[config.mk]
export PLATFORM = sky130hd
export DESIGN_NAME = aquila_dbus_router
export DESIGN_NICKNAME = d
export VERILOG_FILES = /design/src/rtl/aquila_dbus_pkg.sv /design/src/rtl/aquila_region_decoder.sv /design/src/rtl/aquila_dbus_router.sv
export SDC_FILE = /design/constraint.sdc
export NUM_CORES = 1
export LEC_CHECK = 0
export ABC_AREA = 1
export CORE_AREA = 4 4 120 122
export DETAILED_ROUTE_END_ITERATION = 10
export DIE_AREA = 0 0 124 126
export PLACE_DENSITY_LB_ADDON = 0.2
export RECOVER_POWER = 25
export REMOVE_ABC_BUFFERS = 1
export SKIP_LAST_GASP = 1
export SYNTH_ARGS = -nofsm -noshare
export SYNTH_HDL_FRONTEND = slang
export SYNTH_SLANG_ARGS = --single-unit
[constraint.sdc]
create_clock -name clk_i -period 2.2 [get_ports clk_i]
set_input_delay 0.44 -clock clk_i [delete_from_list [all_inputs] [get_ports clk_i]]
set_output_delay 0.44 -clock clk_i [all_outputs]
set_load 0.01 [all_outputs]
[src/rtl/aquila_dbus_pkg.sv]
`default_nettype none
// ============================================================================
//  Module      : aquila_dbus_pkg
//  Description : Shared types, default region table and helpers for the
//                Aquila data-port router.
//  Revision    : 1.0 - initial release
// ============================================================================
package aquila_dbus_pkg;

    // Upper bound on the number of slave regions; the selected index is
    // carried in SEL_W bits regardless of the actual N_SLAVES.
    localparam int MAX_SLAVES = 8;
    localparam int SEL_W      = 3;

    typedef enum logic [1:0] {
        ST_IDLE = 2'd0,
        ST_WAIT = 2'd1,
        ST_ERR  = 2'd2
    } dbus_state_t;

    // Default SoC map: 0 = TCM (0x0xxx_xxxx), 1 = D-cache (0x8..0xB),
    // 2 = device bus (0xCxxx_xxxx), 3 = system devices (0xFxxx_xxxx).
    localparam logic [4*32-1:0] DEF_REGION_BASE =
        {32'hF000_0000, 32'hC000_0000, 32'h8000_0000, 32'h0000_0000};
    localparam logic [4*32-1:0] DEF_REGION_MASK =
        {32'hF000_0000, 32'hF000_0000, 32'hC000_0000, 32'hF000_0000};
    localparam logic [3:0]      DEF_REGION_EXT  = 4'b1110;

    // Encode a one-hot (or all-zero) vector into a binary index.
    function automatic logic [SEL_W-1:0] onehot_to_index(input logic [MAX_SLAVES-1:0] oh);
        logic [SEL_W-1:0] idx;
        idx = '0;
        for (int i = 0; i < MAX_SLAVES; i++) begin
            if (oh[i]) begin
                idx = idx | SEL_W'(i);
            end
        end
        return idx;
    endfunction

endpackage
`default_nettype wire

[src/rtl/aquila_region_decoder.sv]
`default_nettype none
// ============================================================================
//  Module      : aquila_region_decoder
//  Description : Combinational base/mask region decode with lowest-index
//                priority. A miss reports ext=1 (treated as uncached).
//  Revision    : 1.0 - initial release
// ============================================================================
module aquila_region_decoder
    import aquila_dbus_pkg::*;
#(
    parameter int                           XLEN        = 32,
    parameter int                           N_SLAVES    = 4,
    parameter logic [N_SLAVES*XLEN-1:0]     REGION_BASE = DEF_REGION_BASE,
    parameter logic [N_SLAVES*XLEN-1:0]     REGION_MASK = DEF_REGION_MASK,
    parameter logic [N_SLAVES-1:0]          REGION_EXT  = DEF_REGION_EXT
) (
    input  logic [XLEN-1:0]     addr_i,
    output logic                hit_o,
    output logic [N_SLAVES-1:0] onehot_o,
    output logic [SEL_W-1:0]    index_o,
    output logic                ext_o
);

    logic [N_SLAVES-1:0] w_hit;

    genvar gi;
    generate
        for (gi = 0; gi < N_SLAVES; gi++) begin : g_region
            assign w_hit[gi] = ((addr_i & REGION_MASK[gi*XLEN +: XLEN])
                                == REGION_BASE[gi*XLEN +: XLEN]);
        end
    endgenerate

    // Keep only the lowest-index hit so overlapping regions resolve deterministically.
    always_comb begin
        logic w_found;
        w_found  = 1'b0;
        onehot_o = '0;
        for (int i = 0; i < N_SLAVES; i++) begin
            if (w_hit[i] && !w_found) begin
                onehot_o[i] = 1'b1;
                w_found     = 1'b1;
            end
        end
    end

    assign hit_o   = |w_hit;
    assign index_o = onehot_to_index(MAX_SLAVES'(onehot_o));
    assign ext_o   = hit_o ? |(onehot_o & REGION_EXT) : 1'b1;

endmodule
`default_nettype wire

[src/rtl/aquila_dbus_router.sv]
`default_nettype none
// ============================================================================
//  Module      : aquila_dbus_router
//  Description : Aquila core data-port router to N memory-mapped slaves.
//                Programmable base/mask decode, IDLE/WAIT/ERR handshake FSM,
//                bus-error response for unmapped addresses.
//                Optional macro AQUILA_DBUS_TIMEOUT_EN adds a WAIT timeout
//                with per-slave stale tracking.
//  Revision    : 1.0 - initial release
// ============================================================================
module aquila_dbus_router
    import aquila_dbus_pkg::*;
#(
    parameter int                           XLEN           = 32,
    parameter int                           N_SLAVES       = 4,
    parameter logic [N_SLAVES*XLEN-1:0]     REGION_BASE    = DEF_REGION_BASE,
    parameter logic [N_SLAVES*XLEN-1:0]     REGION_MASK    = DEF_REGION_MASK,
    parameter logic [N_SLAVES-1:0]          REGION_EXT     = DEF_REGION_EXT,
    parameter int                           TIMEOUT_CYCLES = 1024
) (
    input  logic                     clk_i,
    input  logic                     rst_i,
    input  logic                     p_strobe_i,
    input  logic [XLEN-1:0]          p_addr_i,
    input  logic                     p_rw_i,
    input  logic [XLEN/8-1:0]        p_byte_enable_i,
    input  logic [XLEN-1:0]          p_data_i,
    output logic [XLEN-1:0]          p_data_o,
    output logic                     p_ready_o,
    output logic                     p_error_o,
    output logic                     p_addr_ext_o,
    output logic                     busy_o,
    output logic [N_SLAVES-1:0]      s_strobe_o,
    output logic [XLEN-1:0]          s_addr_o,
    output logic [N_SLAVES-1:0]      s_rw_o,
    output logic [XLEN/8-1:0]        s_byte_enable_o,
    output logic [XLEN-1:0]          s_data_o,
    input  logic [N_SLAVES*XLEN-1:0] s_data_i,
    input  logic [N_SLAVES-1:0]      s_ready_i
);

    generate
        if (N_SLAVES < 1 || N_SLAVES > MAX_SLAVES || TIMEOUT_CYCLES < 1) begin : g_param_check
            $error("aquila_dbus_router: N_SLAVES must be 1..8 and TIMEOUT_CYCLES >= 1");
        end
    endgenerate

    dbus_state_t         state_q, state_d;
    logic [SEL_W-1:0]    sel_q, sel_d;

    logic                w_hit;
    logic [N_SLAVES-1:0] w_onehot;
    logic [SEL_W-1:0]    w_index;
    logic                w_ext;
    logic [N_SLAVES-1:0] w_sel_oh;
    logic [XLEN-1:0]     w_sel_data;
    logic                w_stale_hit;

    aquila_region_decoder #(
        .XLEN        (XLEN),
        .N_SLAVES    (N_SLAVES),
        .REGION_BASE (REGION_BASE),
        .REGION_MASK (REGION_MASK),
        .REGION_EXT  (REGION_EXT)
    ) u_decoder (
        .addr_i   (p_addr_i),
        .hit_o    (w_hit),
        .onehot_o (w_onehot),
        .index_o  (w_index),
        .ext_o    (w_ext)
    );

    assign p_addr_ext_o = w_ext;
    assign busy_o       = (state_q != ST_IDLE);

    // Select the latched slave's ready bit and read data.
    always_comb begin
        w_sel_oh   = '0;
        w_sel_data = '0;
        for (int i = 0; i < N_SLAVES; i++) begin
            if (sel_q == SEL_W'(i)) begin
                w_sel_oh[i] = 1'b1;
                w_sel_data  = s_data_i[i*XLEN +: XLEN];
            end
        end
    end

`ifdef AQUILA_DBUS_TIMEOUT_EN
    localparam int CNT_W = $clog2(TIMEOUT_CYCLES + 1);

    logic [CNT_W-1:0]    cnt_q, cnt_d;
    logic [N_SLAVES-1:0] stale_q, stale_d;

    assign w_stale_hit = |(w_onehot & stale_q);
`else
    assign w_stale_hit = 1'b0;
`endif

    // Next-state, slave request and core response generation.
    always_comb begin
        state_d         = state_q;
        sel_d           = sel_q;
        p_ready_o       = 1'b0;
        p_error_o       = 1'b0;
        p_data_o        = '0;
        s_strobe_o      = '0;
        s_rw_o          = '0;
        s_addr_o        = '0;
        s_byte_enable_o = '0;
        s_data_o        = '0;
`ifdef AQUILA_DBUS_TIMEOUT_EN
        cnt_d           = cnt_q;
        // Any completion from a timed-out slave retires its stale mark.
        stale_d         = stale_q & ~s_ready_i;
`endif
        case (state_q)
            ST_IDLE: begin
                if (p_strobe_i && !rst_i) begin
                    if (w_hit && !w_stale_hit) begin
                        s_strobe_o      = w_onehot;
                        s_rw_o          = p_rw_i ? w_onehot : '0;
                        s_addr_o        = p_addr_i;
                        s_byte_enable_o = p_byte_enable_i;
                        s_data_o        = p_data_i;
                        sel_d           = w_index;
                        state_d         = ST_WAIT;
`ifdef AQUILA_DBUS_TIMEOUT_EN
                        cnt_d           = '0;
`endif
                    end else begin
                        state_d = ST_ERR;
                    end
                end
            end
            ST_WAIT: begin
                if (|(s_ready_i & w_sel_oh)) begin
                    p_ready_o = 1'b1;
                    p_data_o  = w_sel_data;
                    state_d   = ST_IDLE;
                end
`ifdef AQUILA_DBUS_TIMEOUT_EN
                else if (cnt_q == CNT_W'(TIMEOUT_CYCLES - 1)) begin
                    p_ready_o = 1'b1;
                    p_error_o = 1'b1;
                    stale_d   = stale_d | w_sel_oh;
                    state_d   = ST_IDLE;
                end else begin
                    cnt_d = cnt_q + CNT_W'(1);
                end
`endif
            end
            ST_ERR: begin
                p_ready_o = 1'b1;
                p_error_o = 1'b1;
                state_d   = ST_IDLE;
            end
            default: begin
                state_d = ST_IDLE;
            end
        endcase
    end

    // State, selected-slave and timeout bookkeeping registers.
    always_ff @(posedge clk_i or posedge rst_i) begin
        if (rst_i) begin
            state_q <= ST_IDLE;
            sel_q   <= '0;
`ifdef AQUILA_DBUS_TIMEOUT_EN
            cnt_q   <= '0;
            stale_q <= '0;
`endif
        end else begin
            state_q <= state_d;
            sel_q   <= sel_d;
`ifdef AQUILA_DBUS_TIMEOUT_EN
            cnt_q   <= cnt_d;
            stale_q <= stale_d;
`endif
        end
    end

endmodule
`default_nettype wire
==> results.txt <==
- The critical path in this run is classified as in -> out.
- Post-synthesis instance area: about 2500 sq um
- # fillers: 1343
* Number of antenna violations at the first check in global routing: 1
* Initial standard-cell utilization of the core: a little under a fifth
- H-tree lvl count: 1
- The via count of the first global-routing pass is 4242.
- The synthesized design contains 0 enable-type register cells.
- The wire-length estimate of the detail-placed layout is 11800 um.
* Cells after DPL: 957
- For this design the ratio of total power to cell area is ~580 nW/um^2.
- The total area inside the core boundary comes to ~13000 sq um.
- Startpoint kind of the worst setup timing path: primary input
- GR Overflow Total: 0
- The post-route netlist has 31.9% of its cells at a drive strength greater than 1.
* # setup viols final: 20
- Of all flip-flops after synthesis, the portion carrying an async set or reset was 100%.
- Floorplan die height: 126 um
- Ranking of synthesized cells by instance count: sky130_fd_sc_hd__inv_1 (93), sky130_fd_sc_hd__nand2_1 (84), sky130_fd_sc_hd__nor2_1 (74), sky130_fd_sc_hd__nor2_4 (53), sky130_fd_sc_hd__o21ai_0 (49)
* Max Slew Vio Count: 0
* Total detailed-routing wirelength: ~15000 um
* Setup tns final: -480 ps
- Input and output buffers added on the ports amount to 315.
- The floorplan step defined a die boundary enclosing 15600 sq um.
- # Max-Cap Violations: 0
* Post-Synthesis Mean Instance Area: ~5.5 sq um
- Routed wl met2: 7760 um
- After the first detailed-routing iteration, the DRC count stood at 187.
* Proportion of netlist area held by the largest area contributor: approximately a quarter
- Shortest period the worst path allows: ~2300 ps
* Area added between synthesis and finish: 153%
* Clock tree from TritonCTS: built
- For this run, the leading register cell type out of synthesis is sky130_fd_sc_hd__dfrtp_1.
* Peak clock frequency supported by timing: 0.444 GHz
- Met3 layer wire length in the routed design: 1970 um
- After the flow finishes, the layout carries non-filler instances totaling 982.
- The analysis attributes to cell leakage a power of roughly 3.1 nW.
- Clock-pin slew was measured on the worst setup and hold paths at 30 ps.
- In the post-route analysis, the smallest setup slack over all paths is -52.1 ps.
- Most used cell along the critical path: sky130_fd_sc_hd__nor2_4
* Leading cell types by total area after synthesis: sky130_fd_sc_hd__nor2_4 (24%), sky130_fd_sc_hd__inv_1 (14%), sky130_fd_sc_hd__nand2_1 (13%)
* Distinct cell type count after synthesis: 22
- The routed layout has 4079 vias.
- Footprint of the flip-flops and latches: 101 sq um
- Total clock buffers created by CTS: 3
- The final layout contains 1015 nets.
- The number of antenna diodes in the final layout is 0.
- The count of nets left with antenna violations once routing finished came out at 0.
* Result of the run: finished, violations left
- Area of the multi-input gates: 1960 sq um
* Tightest Pin Transition: 322 ps
- Setup repair after global routing missed its margin: true
- The first detailed-routing pass ran for 4 iterations.
* Clk Latency, worst-skew pair: 220 ps
- Global routing used 17.3% of the available tracks.
- Most frequent cell after synthesis: sky130_fd_sc_hd__inv_1
- Largest net degree at the start of global routing: 33
- Worst R2R Path Depth: 9
* Routability-driven placement congestion ratio: 0.798
- Crit-path max FO: 5
- Overall die width: 124 um
- The largest single stage delay on the critical path is approximately 220 ps.
- Of the synthesized area, sequential elements account for 4.01%.
* Number of synthesized register bits: 4
- In this design, the largest share of critical-path delay is due to buffers and inverters.
- Utilization of the core after routing: 47.8%
- Data on the critical path arrives at its endpoint at 1810 ps.
- Post-cts hold buffer count: 0
- Required time worst endpoint: about 1800 ps
* Cell type contributing the most total cell area after synthesis: sky130_fd_sc_hd__nor2_4
* Number of instances in the synthesized netlist: 453
* Remaining routing DRC violations: 0
- Number of placed I/O pins: roughly 320
- After detailed routing, no signal wire sits above met5.
* Clock Root Buffer: sky130_fd_sc_hd__clkbuf_16
- The floorplan has 42 rows.
- Yosys warns: 0
* Violated checks: setup timing
- Wire length per cell after detailed routing: 15.0 um
- Crit path max-delay cell type: sky130_fd_sc_hd__clkdlybuf4s15_2
* Clock sink count: 4
- Maximum buffer depth of the clock tree: 2
- Worst vdd ir: 0.391 mV
- In this run the number of cells on the critical path is 12.
- The worst pin sits at a relative slew slack of 78.5%.
- WP buf/inv: 6
- Fin. Hold Viols: 0
- The clock arrives with 2.73 ps of skew.
* Global-route wire length before repair: 21600 um
- For this block, wires on met1 add up to 4780 um.
* Vias per std cell: 4.15
- The worst setup path is captured at an output port.
- HP Class: in -> async
* Cells traversed along the worst timing path: clkdlybuf4s15_2 -> nor2_4 -> nand2_2 -> nand2_2 -> nor2_4 -> nor2_4 -> inv_8 -> buf_12 -> buf_16 -> buf_12 -> nor2_4 -> buf_6
- Post-route clock period utilization: 102%
## worst reg2reg max path: stages, from the launching register on
cell	delay (ps)
sky130_fd_sc_hd__dfrtp_1	350
sky130_fd_sc_hd__inv_2	60
sky130_fd_sc_hd__ha_4	170
sky130_fd_sc_hd__nand3_4	90
sky130_fd_sc_hd__buf_4	150
sky130_fd_sc_hd__nor2_1	60
sky130_fd_sc_hd__buf_4	130
sky130_fd_sc_hd__buf_4	120
sky130_fd_sc_hd__nor2_1	100
sky130_fd_sc_hd__o21ai_0	100
## where the power goes
part | total [mW] | internal (mW) | switching [mW]
clock | 0.285 | 0.232 | 0.0525
sequential | 0.166 | 0.109 | 0.0571
combinational | 3.23 | 1.59 | 1.64
## metal layers
layer	vias up	GRT usage (%)
li1	2061	-
met5	-	0
met4	2	2.00
met1	1796	16.7
met2	206	34.3
met3	14	7.40
## per-stage QoR
step	setup WS (ps)	total power, mW	cell area [sq um]	hold WS, ps
after CTS	-103	3.68	6190	359
after global routing	-113	4.04	6310	434
after detailed placement	-697	3.03	6020	569
final	-52.1	3.68	6310	403
after floorplan	-988	1.55	2270	222
after global placement	-635	2.99	6020	559
## worst paths after layout
kind                                   start                 end  slack [ps]
worst max-delay path            p_addr_i[29]  s_byte_enable_o[1]         -50
worst min-delay path                   rst_i            sel_q[1]         400
min in group clk_i                state_q[1]          state_q[1]         590
worst max register to register    state_q[0]            sel_q[0]         770
max in group asynchronous              rst_i            sel_q[0]        1680
worst min register to register    state_q[1]          state_q[1]         590
## layout by cell type (no fill, tap or decap), drive strengths merged
cell,n
clkbuf,19
a21oi,1
dfrtp,4
o21ai,65
nor4,3
nor2,130
bufbuf,1
clkdlybuf4s50,196
dlymetal6s2s,1
dlygate4sd2,14
ha,3
nand4,1
nand2,85
nand3,22
inv,98
nor3,15
buf,142
clkdlybuf4s15,6
## layout make-up
| cell class | instances | area share [%] |
|---|---|---|
| clock buffers | 3 | 1.19 |
| inverters | 97 | 5.97 |
| multi-input cells | 325 | 31.0 |
| flip-flops and latches | 4 | 1.61 |
| well taps | 176 | 3.49 |
| repair buffers | 376 | 56.6 |
| repair inverters | 1 | 0.139 |
## cells by family after synthesis
| logic type | count (synthesis) | synth area share, % |
|---|---|---|
| DFF | 4 | 4.01 |
| buffers and inverters | 124 | 23.6 |
| AOI/OAI and AO/OA | 66 | 13.2 |
| adders and majority gates | 3 | 1.50 |
| and+or+nand+nor | 256 | 57.6 |
## state kept, by name (all words and copies together) (netlist names)
name,cells
sel_q,2
state_q,2
## repair_timing
| action | in CTS | in global routing |
|---|---|---|
| pin swaps | 16 | 17 |
| endpoints found under the setup margin | 110 | 97 |
| buffers inserted | 17 | 4 |
| gates cloned | 8 | 0 |
| gates resized for setup | 408 | 108 |
(Power assumes the default switching activity.)
